<file path="config.mk">
export PLATFORM = sky130hd
export DESIGN_NAME = cat_rec_apb_ctrl_flat
export DESIGN_NICKNAME = d
export VERILOG_FILES = /design/src/rtl/cat_rec_pkg.sv /design/src/rtl/cat_rec_apb_ctrl_if.sv /design/src/rtl/cat_rec_apb_decode.sv /design/src/rtl/cat_rec_apb_ctrl.sv /design/src/flat_wrapper.sv
export SDC_FILE = /design/constraint.sdc
export NUM_CORES = 1
export LEC_CHECK = 0
export CAP_MARGIN = 10
export CORE_MARGIN = 5
export CORE_UTILIZATION = 43
export DETAILED_ROUTE_END_ITERATION = 12
export MAX_ROUTING_LAYER = met4
export PLACE_DENSITY_LB_ADDON = 0.3
export SYNTH_ARGS = -nofsm -noshare
export SYNTH_HDL_FRONTEND = slang
export SYNTH_SLANG_ARGS = --single-unit
</file>
<file path="constraint.sdc">
create_clock -name clk -period 5.8 [get_ports clk]
set_input_delay 0.87 -clock clk [delete_from_list [all_inputs] [get_ports clk]]
set_output_delay 0.87 -clock clk [all_outputs]
set_load 0.02 [all_outputs]
</file>
<file path="src/rtl/cat_rec_pkg.sv">
// Shared constants and types for the cat recognizer APB front-end:
// register map, STATUS bit positions and the FSM state encodings.
package cat_rec_pkg;

   localparam int CTRL_ADDR   = 0;
   localparam int STATUS_ADDR = 1;
   localparam int INFO_ADDR   = 2;
   localparam int MEM_BASE    = 16;

   localparam int CTRL_START  = 0;
   localparam int ST_BUSY     = 0;
   localparam int ST_DONE     = 1;
   localparam int ST_RESULT   = 2;

   typedef enum logic [1:0] {IDLE, SETUP, ACCESS} apb_state_e;
   typedef enum logic       {C_IDLE, C_BUSY}      core_state_e;

   typedef enum logic [2:0] {
      REG_CTRL,
      REG_STATUS,
      REG_INFO,
      REG_RSVD,
      REG_MEM
   } region_e;

endpackage

</file>
<file path="src/rtl/cat_rec_apb_ctrl_if.sv">
// APB3 completer-side bus bundle for the cat recognizer front-end.
interface cat_rec_apb_ctrl_if #(
   parameter int ADDR_W = 13,
   parameter int DATA_W = 24
);
   logic [ADDR_W-1:0] PADDR;
   logic              PSEL;
   logic              PENABLE;
   logic              PWRITE;
   logic [DATA_W-1:0] PWDATA;
   logic [DATA_W-1:0] PRDATA;
   logic              PREADY;
   logic              PSLVERR;

   modport master (
      output PADDR, PSEL, PENABLE, PWRITE, PWDATA,
      input  PRDATA, PREADY, PSLVERR
   );

   modport slave (
      input  PADDR, PSEL, PENABLE, PWRITE, PWDATA,
      output PRDATA, PREADY, PSLVERR
   );
endinterface

</file>
<file path="src/rtl/cat_rec_apb_decode.sv">
// Combinational APB address decode: region, interleaved bank/row and the
// error flag for the transfer currently on the bus.
module cat_rec_apb_decode
   import cat_rec_pkg::*;
#(
   parameter int Amba_Addr_Depth = 13,
   parameter int Num_Banks       = 4,
   parameter int Bank_Depth      = 1024,
   parameter int BANK_W          = 2,
   parameter int ROW_W           = 10
) (
   input  logic [Amba_Addr_Depth-1:0] paddr_i,
   input  logic                       pwrite_i,
   input  logic                       start_bit_i,
   input  logic                       busy_i,
   output region_e                    region_o,
   output logic [BANK_W-1:0]          bank_o,
   output logic [ROW_W-1:0]           row_o,
   output logic                       err_o
);

   localparam logic [31:0] MEM_WORDS = 32'(Num_Banks * Bank_Depth);
   localparam int          BANK_SH   = $clog2(Num_Banks);

   logic [31:0] addr_w;
   logic [31:0] off_w;

   // NOTE: every output gets a default before the branches, otherwise an
   // incomplete assignment infers a latch.
   always_comb begin
      addr_w   = 32'(paddr_i);
      off_w    = addr_w - 32'(MEM_BASE);
      bank_o   = BANK_W'(off_w & 32'(Num_Banks - 1));
      row_o    = ROW_W'(off_w >> BANK_SH);
      region_o = REG_RSVD;
      err_o    = 1'b1;

      if (addr_w == 32'(CTRL_ADDR)) begin
         region_o = REG_CTRL;
         err_o    = pwrite_i & start_bit_i & busy_i;
      end else if (addr_w == 32'(STATUS_ADDR)) begin
         region_o = REG_STATUS;
         err_o    = 1'b0;
      end else if (addr_w == 32'(INFO_ADDR)) begin
         region_o = REG_INFO;
         err_o    = pwrite_i;
      end else if (addr_w >= 32'(MEM_BASE)) begin
         // The memory window is write-only and locked while the core runs.
         region_o = REG_MEM;
         err_o    = ~pwrite_i | busy_i | (off_w >= MEM_WORDS);
      end
   end

endmodule

</file>
<file path="src/rtl/cat_rec_apb_ctrl.sv">
// APB3 front-end for the cat recognizer: control/status registers, banked
// memory write port and the core start/done sequencer.
module cat_rec_apb_ctrl
   import cat_rec_pkg::*;
#(
   parameter int Amba_Word       = 24,
   parameter int Amba_Addr_Depth = 13,
   parameter int Num_Banks       = 4,
   parameter int Bank_Depth      = 1024,
   parameter int Wait_States     = 0
) (
   input  logic                          clk,
   input  logic                          rst,
   cat_rec_apb_ctrl_if.slave             apb,
   output logic [Num_Banks-1:0]          mem_we,
   output logic [$clog2(Bank_Depth)-1:0] mem_addr,
   output logic [Amba_Word-1:0]          mem_wdata,
   output logic                          core_start,
   input  logic                          core_done,
   input  logic                          core_result,
   output logic                          CatRecOut
);

   localparam int BANK_W = (Num_Banks > 1) ? $clog2(Num_Banks) : 1;
   localparam int ROW_W  = $clog2(Bank_Depth);
   localparam logic [31:0] INFO_VAL = {16'd0, 8'(ROW_W), 8'(Num_Banks)};

   apb_state_e               apb_state_q;
   logic [1:0]               wait_q;
   logic                     pready_q;
   core_state_e              core_state_q;
   logic                     core_start_q;
   logic                     done_q;
   logic                     result_q;
   logic [Num_Banks-1:0]     mem_we_q;
   logic [ROW_W-1:0]         mem_addr_q;
   logic [Amba_Word-1:0]     mem_wdata_q;

   region_e                  region;
   logic [BANK_W-1:0]        bank;
   logic [ROW_W-1:0]         row;
   logic                     dec_err;
   logic                     busy;
   logic                     commit;
   logic                     wr_ok;
   logic                     start_cmt;
   logic                     clear_cmt;
   logic                     mem_cmt;
   logic [Amba_Word-1:0]     rdata_d;

   assign busy = (core_state_q == C_BUSY);

   cat_rec_apb_decode #(
      .Amba_Addr_Depth (Amba_Addr_Depth),
      .Num_Banks       (Num_Banks),
      .Bank_Depth      (Bank_Depth),
      .BANK_W          (BANK_W),
      .ROW_W           (ROW_W)
   ) u_decode (
      .paddr_i     (apb.PADDR),
      .pwrite_i    (apb.PWRITE),
      .start_bit_i (apb.PWDATA[CTRL_START]),
      .busy_i      (busy),
      .region_o    (region),
      .bank_o      (bank),
      .row_o       (row),
      .err_o       (dec_err)
   );

   assign commit    = (apb_state_q == ACCESS) & pready_q & apb.PSEL & apb.PENABLE;
   assign wr_ok     = commit & apb.PWRITE & ~dec_err;
   assign start_cmt = wr_ok & (region == REG_CTRL)   & apb.PWDATA[CTRL_START];
   assign clear_cmt = wr_ok & (region == REG_STATUS) & apb.PWDATA[ST_DONE];
   assign mem_cmt   = wr_ok & (region == REG_MEM);

   always_comb begin
      rdata_d = '0;
      case (region)
         REG_STATUS: begin
            rdata_d[ST_BUSY]   = busy;
            rdata_d[ST_DONE]   = done_q;
            rdata_d[ST_RESULT] = result_q;
         end
         REG_INFO: rdata_d = Amba_Word'(INFO_VAL);
         default:  rdata_d = '0;
      endcase
   end

   // Error and read data are only driven during the ready cycle, so both
   // read as zero whenever PREADY is low.
   assign apb.PREADY  = pready_q;
   assign apb.PSLVERR = pready_q & dec_err;
   assign apb.PRDATA  = (pready_q & ~apb.PWRITE & ~dec_err) ? rdata_d : '0;

   // NOTE: sequential state uses non-blocking assignments so every flop
   // samples the pre-edge values and updates together.
   always_ff @(posedge clk or negedge rst) begin
      if (!rst) begin
         apb_state_q <= IDLE;
         wait_q      <= '0;
         pready_q    <= 1'b0;
      end else begin
         case (apb_state_q)
            IDLE: begin
               if (apb.PSEL & ~apb.PENABLE) apb_state_q <= SETUP;
            end
            SETUP: begin
               if (!apb.PSEL) begin
                  apb_state_q <= IDLE;
               end else if (apb.PENABLE) begin
                  apb_state_q <= ACCESS;
                  wait_q      <= '0;
                  pready_q    <= (Wait_States == 0);
               end
            end
            ACCESS: begin
               if (pready_q) begin
                  pready_q    <= 1'b0;
                  apb_state_q <= apb.PSEL ? SETUP : IDLE;
               end else if (!apb.PSEL) begin
                  apb_state_q <= IDLE;
                  wait_q      <= '0;
               end else if (wait_q == 2'(Wait_States - 1)) begin
                  pready_q <= 1'b1;
               end else begin
                  wait_q <= wait_q + 2'd1;
               end
            end
            default: apb_state_q <= IDLE;
         endcase
      end
   end

   always_ff @(posedge clk or negedge rst) begin
      if (!rst) begin
         core_state_q <= C_IDLE;
         core_start_q <= 1'b0;
         done_q       <= 1'b0;
         result_q     <= 1'b0;
      end else begin
         core_start_q <= 1'b0;
         if (clear_cmt) done_q <= 1'b0;
         // A completion in the same cycle as a done-clear overrides the clear.
         case (core_state_q)
            C_IDLE: begin
               if (start_cmt) begin
                  core_state_q <= C_BUSY;
                  core_start_q <= 1'b1;
                  done_q       <= 1'b0;
               end
            end
            C_BUSY: begin
               if (core_done) begin
                  core_state_q <= C_IDLE;
                  done_q       <= 1'b1;
                  result_q     <= core_result;
               end
            end
            default: core_state_q <= C_IDLE;
         endcase
      end
   end

   always_ff @(posedge clk or negedge rst) begin
      if (!rst) begin
         mem_we_q    <= '0;
         mem_addr_q  <= '0;
         mem_wdata_q <= '0;
      end else begin
         mem_we_q    <= mem_cmt ? (Num_Banks'(1) << bank) : '0;
         mem_addr_q  <= mem_cmt ? row : '0;
         mem_wdata_q <= mem_cmt ? apb.PWDATA : '0;
      end
   end

   assign mem_we     = mem_we_q;
   assign mem_addr   = mem_addr_q;
   assign mem_wdata  = mem_wdata_q;
   assign core_start = core_start_q;
   assign CatRecOut  = result_q;

endmodule

</file>
<file path="src/flat_wrapper.sv">
// flat-port wrapper written by rule: the top's interface ports become plain ports
module cat_rec_apb_ctrl_flat import cat_rec_pkg::*;
#(
   parameter int Amba_Word       = 24,
   parameter int Amba_Addr_Depth = 13,
   parameter int Num_Banks       = 4,
   parameter int Bank_Depth      = 1024,
   parameter int Wait_States     = 0
)
  (clk, rst, mem_we, mem_addr, mem_wdata, core_start, core_done, core_result, CatRecOut, apb_PADDR, apb_PSEL, apb_PENABLE, apb_PWRITE, apb_PWDATA, apb_PRDATA, apb_PREADY, apb_PSLVERR);
  cat_rec_apb_ctrl_if #(.ADDR_W((13)), .DATA_W((24))) apb_i ();
  input  logic clk;
  input  logic rst;
  output logic [Num_Banks-1:0] mem_we;
  output logic [$clog2(Bank_Depth)-1:0] mem_addr;
  output logic [Amba_Word-1:0] mem_wdata;
  output logic core_start;
  input  logic core_done;
  input  logic core_result;
  output logic CatRecOut;
  input wire logic [$bits(apb_i.PADDR)-1:0] apb_PADDR;
  input wire logic [$bits(apb_i.PSEL)-1:0] apb_PSEL;
  input wire logic [$bits(apb_i.PENABLE)-1:0] apb_PENABLE;
  input wire logic [$bits(apb_i.PWRITE)-1:0] apb_PWRITE;
  input wire logic [$bits(apb_i.PWDATA)-1:0] apb_PWDATA;
  output wire logic [$bits(apb_i.PRDATA)-1:0] apb_PRDATA;
  output wire logic [$bits(apb_i.PREADY)-1:0] apb_PREADY;
  output wire logic [$bits(apb_i.PSLVERR)-1:0] apb_PSLVERR;
  assign apb_i.PADDR = apb_PADDR;
  assign apb_i.PSEL = apb_PSEL;
  assign apb_i.PENABLE = apb_PENABLE;
  assign apb_i.PWRITE = apb_PWRITE;
  assign apb_i.PWDATA = apb_PWDATA;
  assign apb_PRDATA = apb_i.PRDATA;
  assign apb_PREADY = apb_i.PREADY;
  assign apb_PSLVERR = apb_i.PSLVERR;
  cat_rec_apb_ctrl #(.Amba_Word(Amba_Word), .Amba_Addr_Depth(Amba_Addr_Depth), .Num_Banks(Num_Banks), .Bank_Depth(Bank_Depth), .Wait_States(Wait_States)) u_core (.clk(clk), .rst(rst), .apb(apb_i), .mem_we(mem_we), .mem_addr(mem_addr), .mem_wdata(mem_wdata), .core_start(core_start), .core_done(core_done), .core_result(core_result), .CatRecOut(CatRecOut));
endmodule
</file>
==> results.toml <==
[run_status]
outcome = "finished clean"

[clock_tree]
h-tree-depth = 2
root_buffer = "clkbuf_8"
cts.reportedPaths.clkPinSlew_ns = 0.08
ctsHoldBuffers = 0
tritoncts = "done"
clk_latency_ns = 0.30
cts_resized = 0
cts-buffers-inserted = 5
cts_setup_buffers = 0
clock_path_buffers = 2
cts.sinks = 47

[routing]
vias = 1730
vias_per_cell = 4.81
dr.pass1.iters = 4
final_antenna_net_count = 0
drt-initial-drc-count = 51
wl_mm = 5.11
avgRoutedWirePerCell_um = 14.2
drc_errors = 0

[sta]
worst_pin_slew_ns = 1.00
skew_ns = 0.00366
setup-violations-final = 0
finalHoldViolCount = 0
hold_slack_ns = 0.507
slew_headroom_pct = 33.2
fin_crit_ns = 4.43
fin_setup_tns_ns = 0
post-route-period-util_pct = 76.4
drv_slew = 0
grt_setup_unrepaired = "no"
max_freq_mhz = 226

[pwr]
p_total_w = 0.000698
seqPwrFrac_pct = 48.1
p_switching_w = 0.000154
combPwrFrac_pct = 12.0
ir_worst_vdd_mv = 0.0998
pwr_density_cell_mw_per_mm2 = 218
clock_power_share_pct = 39.9
p_int_w = 0.000543
p_leak_nw = 1.58
p_sw_share_pct = 22.1

[cells_and_area]
final_area_mm2 = 0.00320
area_delta_synth_final_pct = 45.9
fin_util_pct = 63.5
drive_gt1_share_pct = 5.52
multi_input_area_um2 = 881
fillers = 427
final_nets = 337
seqCellArea_mm2 = 0.00118
antenna_cells = 0

[synthesis]
ys_async_sr_fraction_pct = 100
yosysSeqAreaShare_pct = 53.6
yosys_warnings = 0
synth_edf_count = 0
ys_seq_elements = 47
synth.area.top_cells = "dfrtp_1 (54%), and3_1 (10%), buf_4 (7.2%)"
syn-cell-area_mm2 = 0.00220
syn_inst = 199
synthFlopType = "dfrtp_1"
synth_top_area_cell = "dfrtp_1"
synth_common_cells = "dfrtp_1 (47), and3_1 (36), buf_4 (21)"
synth_top_area_share_pct = 53.6
avgSynthCellArea_um2 = 11.0
yosysUniqueCellTypes = 40
synth.most_common_cell = "dfrtp_1"

[die]
io_pins = 110
core_area_mm2 = 0.00504
std_cell_rows = 26
chipHeight_um = 81.5
initial_core_util_pct = 43.5
dieArea_mm2 = 0.00664
die_w_um = 81.5

[worst_setup_path]
critical_path.top_delay_family = "buffers and inverters"
start_kind = "input port"
worstPathCellList = "clkdlybuf4s50_1 > inv_1 > ha_1 > or4b_4 > o41ai_2 > nand4b_1 > o21a_1 > o21a_1 > clkdlybuf4s50_1"
cp_max_fo = 4
worstPathArrival_ns = 3.56
crit_required_ns = 4.93
cpMaxStageDelayCell = "clkdlybuf4s50_1"
crit_type = "input port to output pin"
crit_path_end_kind = "output pin"
cp_slowest_stage_delay_ns = 0.54
path_buf_inv = 3

[placement]
gp_congestion = 0.845
place.port_buffers = 90
place_area_mm2 = 0.00306
hpwl_mm = 3.79

[grt]
grt_pass1_vias = 1697
grt_pass1_wl_mm = 8.22
grt_max_degree = 48
antenna_found_initial = 0
grt_usage_pct = 16.6
grt_overflow_total = 0

[run]
drv_cap = 0

[hold_path]
hold_path_class = "flop to flop"
power by group through the flow:
stage,clock network [W],registers (W),logic [W]
CTS,0.000287,0.000336,0.0000839
global route,0.000301,0.000337,0.0000915
detailed placement,0,0.000343,0.0000834
finish,0.000278,0.000336,0.0000835
global placement,0,0.000343,0.0000827
floorplan,0,0.000344,0.0000394
worst register-to-register path: cells and delay by family, from the launching register on:
family | cells | cell delay (ns)
simple gates | 3 | 0.73
compound gates | 1 | 0.52
flops | 1 | 0.39
buf+inv | 1 | 0.35
metrics by stage:
| step | setup WS (ns) | instances |
|---|---|---|
| detailed placement | 1.39 | 351 |
| CTS | 1.38 | 359 |
| floorplan | 2.36 | 217 |
| global route | 1.22 | 360 |
| finish | 1.37 | 360 |
| global placement | 1.43 | 351 |
area by class of cell:
class / count / share of cell area [%]
Clock inverter: 2 / 1.88
Multi-Input combinational cell: 140 / 27.5
Sequential cell: 47 / 36.7
Inverter: 3 / 0.352
Clock buffer: 6 / 2.27
Timing Repair Buffer: 92 / 28.6
Tap cell: 70 / 2.73
cell usage in the layout (no fill, tap or decap), types with 3 or more instances in the layout:
cell / Yosys / routed
and3_1: 36 / 36
and3b_1: 5 / 5
clkbuf_8: 0 / 5
clkdlybuf4s50_1: 0 / 89
conb_1: 1 / 19
dfrtp_1: 47 / 47
ha_1: 4 / 4
inv_1: 3 / 3
nand2_1: 14 / 14
nor2_1: 7 / 7
nor2b_1: 6 / 6
nor3_1: 5 / 5
o21a_1: 4 / 4
o21ai_0: 3 / 3
xor2_1: 3 / 3
metal layers:
layer  track usage, %  vias up  part of all wire, %
li1                 -      827                    -
met1             20.9      808                   45
met2             26.1       89                   44
met3             4.06        6                  8.8
met4             5.57        0                  1.4
met5                -        -                    0
state kept, by name, summed over array words and instances (netlist names):
signal and cells:
u_core.mem_wdata 24, u_core.mem_addr 10, u_core.mem_we 4, u_core.apb_state_q 2, u_core.wait_q 2, u_core.CatRecOut 1
u_core.apb.PREADY 1, u_core.busy 1, u_core.core_start 1, u_core.done_q 1
cells by family (layout without fill, tap and decap cells):
| logic type | count (synthesis) | after routing | share of synthesized area (%) |
|---|---|---|---|
| AO/OA/AOI/OAI | 20 | 20 | 7.41 |
| other | 1 | 19 | 0.171 |
| flip-flops | 47 | 47 | 53.6 |
| multiplexers | 1 | 1 | 0.513 |
| adder cells (fa/ha/maj) | 4 | 4 | 2.28 |
| AND/OR/NAND/NOR | 91 | 91 | 24.7 |
| buffers and inverters | 30 | 103 | 9.40 |
| XOR/XNOR | 5 | 5 | 1.99 |
path summary, 6_finish.rpt:
kind                                            start                    to  slack (ns)  cells after the start
worst max-delay path                     apb_PADDR[4]           apb_PSLVERR        1.37                      9
worst min-delay path                 u_core.wait_q[1]      u_core.wait_q[1]        0.51                      2
worst max register to register  u_core.apb_state_q[1]  u_core.mem_wdata[14]        3.74                      5
worst min register to register       u_core.wait_q[1]      u_core.wait_q[1]        0.51                      2
max in group asynchronous                         rst  u_core.mem_wdata[18]        4.45                      1
min in group asynchronous                         rst   u_core.mem_wdata[2]        0.74                      1
(Power assumes the default switching activity.)
